**config.mk**
```make
export PLATFORM = sky130hd
export DESIGN_NAME = wb_stage
export DESIGN_NICKNAME = d
export VERILOG_FILES = /design/src/rtl/wb_pkg.sv /design/src/rtl/wb_stage_load_align.sv /design/src/rtl/wb_stage.sv
export SDC_FILE = /design/constraint.sdc
export NUM_CORES = 1
export LEC_CHECK = 0
export ABC_AREA = 1
export BUFFER_PORTS_ARGS = -buffer_cell sky130_fd_sc_hd__buf_2
export CAP_MARGIN = 10
export CORE_ASPECT_RATIO = 1.2
export CORE_MARGIN = 2
export CORE_UTILIZATION = 25
export DETAILED_ROUTE_END_ITERATION = 16
export PLACE_DENSITY = 0.54
export SYNTH_ARGS = -nofsm -noshare
export SYNTH_HDL_FRONTEND = slang
export SYNTH_SLANG_ARGS = --single-unit
```
**constraint.sdc**
```tcl
create_clock -name clk -period 6 [get_ports clk]
set_clock_uncertainty 0.15 [all_clocks]
set_input_delay 1.2 -clock clk [delete_from_list [all_inputs] [get_ports clk]]
set_output_delay 1.2 -clock clk [all_outputs]
set_load 0.03 [all_outputs]
```
**src/rtl/wb_pkg.sv**
```systemverilog
// Shared types and constants for the write-back stage: FSM encoding, load funct3 codes
// and the width of the byte offset inside a word.
package wb_pkg;

  typedef enum logic [1:0] {
    IDLE = 2'd0,
    REQ  = 2'd1,
    WAIT = 2'd2
  } wb_state_e;

  localparam logic [2:0] F3_LB  = 3'b000;
  localparam logic [2:0] F3_LH  = 3'b001;
  localparam logic [2:0] F3_LW  = 3'b010;
  localparam logic [2:0] F3_LBU = 3'b100;
  localparam logic [2:0] F3_LHU = 3'b101;

  localparam int OFS_W = 2;

endpackage

```
**src/rtl/wb_stage_load_align.sv**
```systemverilog
// Combinational load formatter: extracts and extends the addressed byte/half/word
// from a read word, and flags misaligned or unsupported load types.
module load_align
  import wb_pkg::*;
#(
  parameter int XLEN = 32
) (
  input  logic [2:0]       funct3,
  input  logic [OFS_W-1:0] offset,
  input  logic [XLEN-1:0]  rdata,
  output logic [XLEN-1:0]  data,
  output logic             misalign,
  output logic             illegal
);

  logic [7:0]  byte_sel;
  logic [15:0] half_sel;

  assign byte_sel = rdata[{offset, 3'b000} +: 8];
  assign half_sel = rdata[{offset[1], 4'b0000} +: 16];

  always_comb begin
    data     = '0;
    misalign = 1'b0;
    illegal  = 1'b0;
    case (funct3)
      F3_LB:  data = {{(XLEN-8){byte_sel[7]}}, byte_sel};
      F3_LBU: data = {{(XLEN-8){1'b0}}, byte_sel};
      F3_LH: begin
        data     = {{(XLEN-16){half_sel[15]}}, half_sel};
        misalign = offset[0];
      end
      F3_LHU: begin
        data     = {{(XLEN-16){1'b0}}, half_sel};
        misalign = offset[0];
      end
      F3_LW: begin
        data     = rdata;
        misalign = (offset != '0);
      end
      default: illegal = 1'b1;
    endcase
  end

endmodule

```
**src/rtl/wb_stage.sv**
```systemverilog
// Write-back stage: sole writer of the integer register file, handles ALU results and
// word-read loads. Define WB_FWD_EN to expose the fwd_* bypass outputs for decode.
module wb_stage
  import wb_pkg::*;
#(
  parameter int XLEN        = 32,
  parameter int REG_NUM_BIT = 5,
  parameter int TIMEOUT     = 255,
  parameter int TIMEOUT_W   = 8
) (
  input  logic                   clk,
  input  logic                   rst_n,
  input  logic                   in_valid,
  output logic                   in_ready,
  input  logic [XLEN-1:0]        in_pc,
  input  logic [REG_NUM_BIT-1:0] in_rd,
  input  logic                   in_rd_wen,
  input  logic                   in_is_load,
  input  logic [2:0]             in_funct3,
  input  logic [XLEN-1:0]        in_result,
  output logic                   mem_req_valid,
  input  logic                   mem_req_ready,
  output logic [XLEN-1:0]        mem_req_addr,
  input  logic                   mem_rvalid,
  input  logic [XLEN-1:0]        mem_rdata,
  output logic [REG_NUM_BIT-1:0] rf_waddr,
  output logic [XLEN-1:0]        rf_wdata,
  output logic                   rf_wen,
  output logic                   retire_valid,
  output logic [XLEN-1:0]        retire_pc,
  output logic                   wb_err
`ifdef WB_FWD_EN
  ,
  output logic                   fwd_valid,
  output logic [REG_NUM_BIT-1:0] fwd_rd,
  output logic [XLEN-1:0]        fwd_data
`endif
);

  localparam logic [TIMEOUT_W-1:0] TO_LIMIT = TIMEOUT_W'(TIMEOUT);

  wb_state_e              state;
  logic [TIMEOUT_W-1:0]   cnt;
  logic [TIMEOUT_W-1:0]   cnt_inc;

  logic [REG_NUM_BIT-1:0] rd_p1;
  logic                   rd_wen_p1;
  logic [XLEN-1:0]        pc_p1;
  logic [2:0]             f3_p1;
  logic [OFS_W-1:0]       ofs_p1;

  logic [2:0]             al_f3;
  logic [OFS_W-1:0]       al_ofs;
  logic [XLEN-1:0]        al_data;
  logic                   al_misalign;
  logic                   al_illegal;
  logic                   accept;

  assign in_ready = (state == IDLE);
  assign accept   = in_valid && in_ready;
  assign cnt_inc  = (cnt == '1) ? cnt : cnt + 1'b1;

  // The aligner checks the incoming load while idle and formats the response otherwise.
  assign al_f3  = (state == IDLE) ? in_funct3 : f3_p1;
  assign al_ofs = (state == IDLE) ? in_result[OFS_W-1:0] : ofs_p1;

  load_align #(.XLEN(XLEN)) u_align (
    .funct3   (al_f3),
    .offset   (al_ofs),
    .rdata    (mem_rdata),
    .data     (al_data),
    .misalign (al_misalign),
    .illegal  (al_illegal)
  );

  // p0 -> p1: capture the load context while its memory access is in flight.
  always_ff @(posedge clk) begin
    if (accept && in_is_load) begin
      rd_p1     <= in_rd;
      rd_wen_p1 <= in_rd_wen;
      pc_p1     <= in_pc;
      f3_p1     <= in_funct3;
      ofs_p1    <= in_result[OFS_W-1:0];
    end
  end

  always_ff @(posedge clk or negedge rst_n) begin
    if (!rst_n) begin
      state         <= IDLE;
      cnt           <= '0;
      mem_req_valid <= 1'b0;
      mem_req_addr  <= '0;
      rf_wen        <= 1'b0;
      rf_waddr      <= '0;
      rf_wdata      <= '0;
      retire_valid  <= 1'b0;
      retire_pc     <= '0;
      wb_err        <= 1'b0;
    end else begin
      rf_wen       <= 1'b0;
      retire_valid <= 1'b0;
      wb_err       <= 1'b0;
      case (state)
        IDLE: begin
          if (accept) begin
            if (!in_is_load) begin
              rf_wen       <= in_rd_wen && (in_rd != '0);
              rf_waddr     <= in_rd;
              rf_wdata     <= in_result;
              retire_valid <= 1'b1;
              retire_pc    <= in_pc;
            end else if (al_misalign || al_illegal) begin
              wb_err       <= 1'b1;
              retire_valid <= 1'b1;
              retire_pc    <= in_pc;
            end else begin
              state         <= REQ;
              mem_req_valid <= 1'b1;
              mem_req_addr  <= {in_result[XLEN-1:OFS_W], {OFS_W{1'b0}}};
            end
          end
        end
        REQ: begin
          if (mem_req_ready) begin
            state         <= WAIT;
            mem_req_valid <= 1'b0;
            cnt           <= '0;
          end
        end
        WAIT: begin
          if (mem_rvalid) begin
            state        <= IDLE;
            rf_wen       <= rd_wen_p1 && (rd_p1 != '0);
            rf_waddr     <= rd_p1;
            rf_wdata     <= al_data;
            retire_valid <= 1'b1;
            retire_pc    <= pc_p1;
          end else if (cnt_inc == TO_LIMIT) begin
            // Counter keeps its saturated value; it is cleared on the next request.
            state        <= IDLE;
            cnt          <= cnt_inc;
            wb_err       <= 1'b1;
            retire_valid <= 1'b1;
            retire_pc    <= pc_p1;
          end else begin
            cnt <= cnt_inc;
          end
        end
        default: state <= IDLE;
      endcase
    end
  end

`ifdef WB_FWD_EN
  assign fwd_valid = rf_wen;
  assign fwd_rd    = rf_waddr;
  assign fwd_data  = rf_wdata;
`endif

endmodule

```
==> results of run 1 <==
-- cells in the final DEF, fill, tap and decap left out, types with 2 or more instances in the layout --
| cell | Yosys | routed |
|---|---|---|
| a21oi_1 | 66 | 66 |
| a31oi_1 | 5 | 5 |
| and2_0 | 3 | 3 |
| and2_1 | 4 | 4 |
| buf_2 | 12 | 213 |
| buf_4 | 7 | 8 |
| bufinv_16 | 0 | 2 |
| clkbuf_16 | 0 | 17 |
| clkinv_2 | 0 | 3 |
| clkinvlp_4 | 0 | 2 |
| conb_1 | 1 | 2 |
| dfrtp_1 | 113 | 113 |
| diode_2 | 0 | 2 |
| edfxtp_1 | 43 | 43 |
| inv_1 | 73 | 73 |
| inv_2 | 5 | 5 |
| inv_6 | 0 | 3 |
| inv_8 | 0 | 3 |
| nand2_1 | 383 | 383 |
| nand2_2 | 9 | 9 |
| nand3_1 | 64 | 64 |
| nand4_1 | 3 | 3 |
| nor2_1 | 87 | 86 |
| nor2_2 | 5 | 4 |
| nor2_4 | 3 | 5 |
| nor3_1 | 3 | 3 |
| o21ai_0 | 22 | 22 |
| o21ai_1 | 9 | 9 |
| o21ai_2 | 25 | 25 |
-- path summary, 6_finish.rpt --
kind / cells after the start / end / slack (ns) / start
setup reg to reg: 12 / retire_pc[25]$_DFFE_PN0P_ / 2.63 / state[1]$_DFFE_PN0P_
setup / recovery: 12 / retire_pc[25]$_DFFE_PN0P_ / 2.61 / in_result[1]
max in group asynchronous: 2 / rf_wdata[22]$_DFFE_PN0P_ / 4.26 / rst_n
hold reg to reg: 2 / retire_pc[11]$_DFFE_PN0P_ / 0.32 / retire_pc[11]$_DFFE_PN0P_
min in group asynchronous: 1 / retire_pc[6]$_DFFE_PN0P_ / 0.40 / rst_n
hold / removal: 2 / retire_pc[11]$_DFFE_PN0P_ / 0.32 / retire_pc[11]$_DFFE_PN0P_
-- per-layer routing --
metal / vias to the layer above / part of all wire, % / wire (um)
met1: 3229 / 43 / 10500
met4: 10 / 1.1 / 274
met2: 211 / 47 / 11600
met5: - / 0.27 / 65
li1: 3495 / - / -
met3: 26 / 8.6 / 2110
-- power groups by stage --
stage	clock (uW)	combinational, uW	sequential, uW
2_1_floorplan	0	1340	2380
3_3_place_gp	0	2720	1730
3_5_place_dp	0	2750	1740
4_1_cts	1170	2750	1720
5_1_grt	1220	3010	1770
6_report	1130	2700	1720
-- registers in the layout, summed over array words and instances, names as in the netlist, 2 cells and up --
name and cells:
f3_p1 3, state 2, cnt 8, rd_p1 5
rf_wdata 32, retire_pc 32, pc_p1 32, mem_req_addr 30
ofs_p1 2, rf_waddr 5
-- logic make-up after synthesis --
| logic type | count (synthesis) | synth area share [%] |
|---|---|---|
| AND/OR/NAND/NOR | 568 | 29.8 |
| flip-flops | 156 | 52.7 |
| AO/OA/AOI/OAI | 130 | 9.81 |
| buffers and inverters | 126 | 7.44 |
| XOR/XNOR | 1 | 0.112 |
| adder cells (fa/ha/maj) | 1 | 0.160 |
| other | 1 | 0.0479 |
-- area by class of cell --
type	instances	area, sq um	area share (%)
clock inverter	15	163	1.67
clock buffer	17	425	4.36
multi-input combinational	702	3140	32.1
antenna	2	5.00	0.0513
inverter	78	293	3.00
tap	396	495	5.07
sequential	156	4120	42.2
timing repair buffer	221	1130	11.5
-- worst max-delay path: stages --
cell	delay [ns]
buf_2	0.12
inv_1	0.04
nand2_1	0.09
nand2_2	0.29
nand2_1	0.14
nand3_1	0.16
nand3_1	0.13
nand2_1	0.06
inv_2	0.45
nand2_2	0.56
nand2_1	0.20
nand2_1	0.07
-- metrics by stage --
stage          hold WS, ns  power [uW]  cells  util, %  cell area (sq um)
6_report             0.318        5560   1587     31.8               9760
5_1_grt              0.342        6000   1586     31.8               9760
4_1_cts              0.323        5640   1585     31.8               9760
3_5_place_dp         0.305        4480   1553     29.9               9170
3_3_place_gp         0.300        4460   1553     29.9               9170
2_1_floorplan        0.368        3720    984        -               7830
==> qor.csv, run 1 <==
metric;value;unit
status;completed;
initial antenna violation count;7;
f_max;295;MHz
H-Tree Depth;4;
met2 Resource Use GR;25.5;%
sequential fraction of the synthesis area;52.7;%
Initial DRT Pass Iterations;4;
Logic pwr share;48.6;%
GP Congestion;0.836;
pre-CTS setup slack;2.21;ns
GRT overflow;0;
FP Rows;70;
Die Span Y;198;um
clk sinks;156;
Most used DFF post-synth;dfrtp_1;
Post-Syn Area;0.00782;sq mm
Final min period;3.39;ns
GRT Total Usage;15.3;%
Startpoint Class;input port;
unrepaired setup endpoints after global routing;false;
Setup TNS;0;ns
P&R area growth vs syn;24.8;%
HP Class;reg -> reg;
Vias;6971;
Final Setup Violations;0;
fraction of registers with async set/reset;72.4;%
Final WS setup;2.61;ns
Worst-Skew Late Latency;0.43;ns
clock network power share;20.4;%
Total Die Area;0.0327;sq mm
post-synth top area share;36.2;%
first-pass GRT wire length;38500;um
Internal Power;2880;uW
CP Capture Type;flop;
WS Path Type;in -> reg;
critical-path maximum fanout;33;
TritonCTS clock tree;yes;
average cell area after synthesis;7.96;sq um
number of synthesized register bits;156;
CP arrival;3.55;ns
Root Driver;clkbuf_16;
hold-fix buffers at CTS;0;
MaxCap Viol Count;0;
Slew Limit Fails;0;
fillcell total;3319;
Final Cycle Share;56.4;%
Worst Tran Pin Value;0.892;ns
global-route track usage on met1;18.9;%
Slew HR;40.0;%
Worst EP required;6.16;ns
Routed WL;24500;um
endpoints failing hold;0;
Die X;165;um
initial core utilization;25.5;%
CTS buffer count;17;
met3 global-route usage;5.28;%
post-detail-place hpwl;17100;um
Synth cell types;33;
Remaining DRCs;0;
pwr dens;570;mW/mm^2
most common cell in the synthesized netlist;nand2_1;
post-DR wirelength/cell;15.4;um
Port-buffer cells;214;
Initial DRC Count;449;
post-CTS setup buffers;0;
NetSw;2680;uW
IR drop worst, VDD;0.198;mV
IO Pins;217;
Clk pin slew, worst setup/hold paths;0.07;ns
post_cts resized;0;
commonest cells in the netlist;383 x nand2_1, 113 x dfrtp_1, 87 x nor2_1;
synth top area cells;dfrtp_1 36%, nand2_1 18%, edfxtp_1 17%, a21oi_1 4.2%, nor2_1 4.2%;
vias in the first global route;7074;
largest area contributor in the netlist;dfrtp_1;
Leak Pwr;0.00496;uW
sequential share of power;31.0;%
grt peak-use layer;met2;
remaining antenna violation count;0;
post-synthesis cell count;983;
Sw Share;48.3;%
routed vias/inst;4.39;
# nets final;1288;
Max clock buf depth;2;
layout cells sized above 1;25.7;%
largest net degree at the start of global routing;72;
Post-synth EDFFs;43;
Synth warnings;0;
Placeable Area;0.0307;sq mm
Power figures use the tool's default switching activity.
==> inputs of run 2 (changes only) <==
- PLACE_DENSITY: 0.54 -> 0.56
- clock period: 6 -> 2.7 ns (I/O delays scaled with it)
==> run 2 against run 1 <==
Sequential power grew 120%. Highest routed layer is now met4. Utilization up 0.65 points. Critical path type is now reg -> reg. Final cell count rose by 0.69%. Clock power grew 120%. Combinational power up 130%. Power up 130%. First-iteration DRC count rose by 4.7%. Critical endpoint is now mem_req_addr[9]$_DFFE_PN0P_.
==> qor.csv, run 2 (synthesized netlist as in run 1, its figures left out) <==
metric;value;unit;change
fin util;32.5;%;+0.65 points
Internal Power;6650;uW;+130%
post-CTS setup buffers;0;;unchanged
Setup TNS;0;ns;unchanged
WS Path Type;reg -> reg;;
worst-path cell chain;nor2_2, o21ai_0, nor2_1, nand3_1, and2_4, nand3_4, buf_4, nand2_1, o21ai_2;;
biggest regs;pc_p1 (32), retire_pc (32), rf_wdata (32);;
Slew Limit Fails;0;;unchanged
Final Setup Violations;0;;unchanged
Sw Share;47.1;%;-1.2 points
Initial DRT Pass Iterations;5;;+1
Final min period;2.44;ns;
unrepaired setup endpoints after global routing;true;;
Routed WL;24500;um;about the same
clk sinks;156;;unchanged
routed vias/inst;4.44;;+1.0%
Worst Hold End;rd_wen_p1$_DFFE_PP_;;
Reg-to-Reg End;mem_req_addr[9]$_DFFE_PN0P_;;
reg2reg start;state[0]$_DFFE_PN0P_;;
hold slack;0.151;ns;-0.166 ns
H-Tree Depth;4;;unchanged
status;completed;;
f_max;410;MHz;
Root Driver;clkbuf_16;;
post-DR wirelength/cell;15.4;um;-0.61%
Max clock buf depth;2;;unchanged
Worst EP required;2.90;ns;-3.26 ns
Placeable Area;0.0307;sq mm;unchanged
IR drop worst, VDD;0.505;mV;+150%
# nets final;1299;;+0.85%
slowest stage delay, CP;0.43;ns;-0.13 ns
HP Class;in -> reg;;
Worst-Skew Late Latency;0.43;ns;about the same
Vias;7091;;+1.7%
Total Die Area;0.0327;sq mm;unchanged
Final Cycle Share;90.3;%;
Slew HR;57.2;%;+17 points
pre-CTS setup slack;0.266;ns;-1.94 ns
hold path depth;1;;-1
GRT Total Usage;15.3;%;+0.052 points
initial core utilization;25.5;%;unchanged
CTS buffer count;17;;unchanged
Final WS setup;0.261;ns;-2.35 ns
most frequent cells in the layout;383 x nand2_1, 213 x buf_2, 113 x dfrtp_1, 86 x nor2_1, 73 x inv_1;;
GP Congestion;0.871;;+4.2%
endpoints failing hold;0;;unchanged
MaxCap Viol Count;0;;unchanged
GRT overflow;0;;unchanged
initial antenna violation count;3;;-4
Hold Path Origin;in_rd_wen;;
first-pass GRT wire length;38600;um;+0.27%
P&R area growth vs syn;27.4;%;
IO Pins;217;;unchanged
Clk pin slew, worst setup/hold paths;0.07;ns;about the same
Startpoint Class;flop;;
CP arrival;2.64;ns;-0.91 ns
TritonCTS clock tree;yes;;
clock network power share;20.1;%;-0.3 points
post_cts resized;0;;unchanged
largest net degree at the start of global routing;42;;-42%
Die X;165;um;unchanged
Logic pwr share;49.5;%;+0.9 points
reg-to-reg setup timing slack;0.26;ns;-2.37 ns
Remaining DRCs;0;;unchanged
FP Rows;70;;unchanged
layout cells sized above 1;26.1;%;+0.43 points
remaining antenna violation count;0;;unchanged
Port-buffer cells;214;;unchanged
Leak Pwr;0.00504;uW;+1.8%
pwr dens;1260;mW/mm^2;+120%
sequential share of power;30.4;%;-0.6 points
CP max-delay cell;dfrtp_1;;
critical-path maximum fanout;24;;-27%
vias in the first global route;7014;;-0.85%
Worst R2R Path Depth;9;;-3
CP Capture Type;flop;;
most common cell after layout, fill and taps aside;nand2_1;;
final instance area;0.00996;sq mm;+2.0%
NetSw;5920;uW;+120%
Initial DRC Count;470;;+4.7%
post-detail-place hpwl;17900;um;+4.5%
placed inst area;0.00935;sq mm;+1.9%
Die Span Y;198;um;unchanged
Worst Tran Pin Value;0.642;ns;-0.251 ns
run 2: cell count changes in the layout (fill, tap and decap cells not counted), sizes merged:
cell	previous run	this run
dlygate4sd3	0	1
bufinv	2	3
inv	84	80
buf	221	231
clkbuf	17	20
run 2: worst max-delay path: cells and delay by family (launching register included):
kind / cells / cell delay [ns]
compound gates: 2 / 0.31
simple gates: 6 / 1.15
buf+inv: 1 / 0.32
flops: 1 / 0.43
run 2: power by group through the flow:
| stage | Combinational [uW] | Sequential, uW | Clock [uW] |
|---|---|---|---|
| detailed placement | 6310 | 3860 | 0 |
| CTS | 6320 | 3830 | 2610 |
| global placement | 6230 | 3830 | 0 |
| finish | 6220 | 3820 | 2530 |
| floorplan | 2990 | 5280 | 0 |
| global route | 6930 | 3930 | 2680 |
run 2: worst max path at each step:
stage / start / endpoint / slack, ns / depth (start not counted)
detailed placement: state[0]$_DFFE_PN0P_ / rf_wdata[14]$_DFFE_PN0P_ / 0.27 / 10
global route: state[0]$_DFFE_PN0P_ / mem_req_addr[8]$_DFFE_PN0P_ / -0.007 / 9
CTS: state[0]$_DFFE_PN0P_ / mem_req_addr[3]$_DFFE_PN0P_ / 0.25 / 9
global placement: state[1]$_DFFE_PN0P_ / rf_wdata[28]$_DFFE_PN0P_ / 0.34 / 11
finish: state[0]$_DFFE_PN0P_ / mem_req_addr[9]$_DFFE_PN0P_ / 0.26 / 9
floorplan: state[1]$_DFFE_PN0P_ / f3_p1[0]$_DFFE_PP_ / 0.09 / 6
run 2: metrics by stage:
stage / power, uW / std cells
after floorplan: 8270 / 984
after global placement: 10100 / 1563
after detailed placement: 10200 / 1563
after CTS: 12800 / 1596
after global routing: 13500 / 1596
final: 12600 / 1598
run 2: area by class of cell:
type / count / area, sq um
Clock buffer: 20 / 437
Timing Repair Buffer: 232 / 1310
Antenna cell: 2 / 5.00
Tap cell: 396 / 495
Multi-Input combinational cell: 702 / 3140
Inverter: 78 / 293
Fill cell: 3330 / 20700
Clock inverter: 12 / 165
Sequential cell: 156 / 4120
run 2: routing by layer:
metal	vias up	track usage, %	share of wire, %
met4	0	4.34	1.4
met3	22	5.05	8.0
met1	3319	19.4	43
met5	-	0	0
met2	223	24.9	47
li1	3527	-	-
run 2: what timing repair did:
| item | in CTS | in global routing |
|---|---|---|
| hold buffers | 1 | 0 |
| hold endpoints to repair | 33 | 0 |
| endpoints found under the setup margin | 0 | 2 |
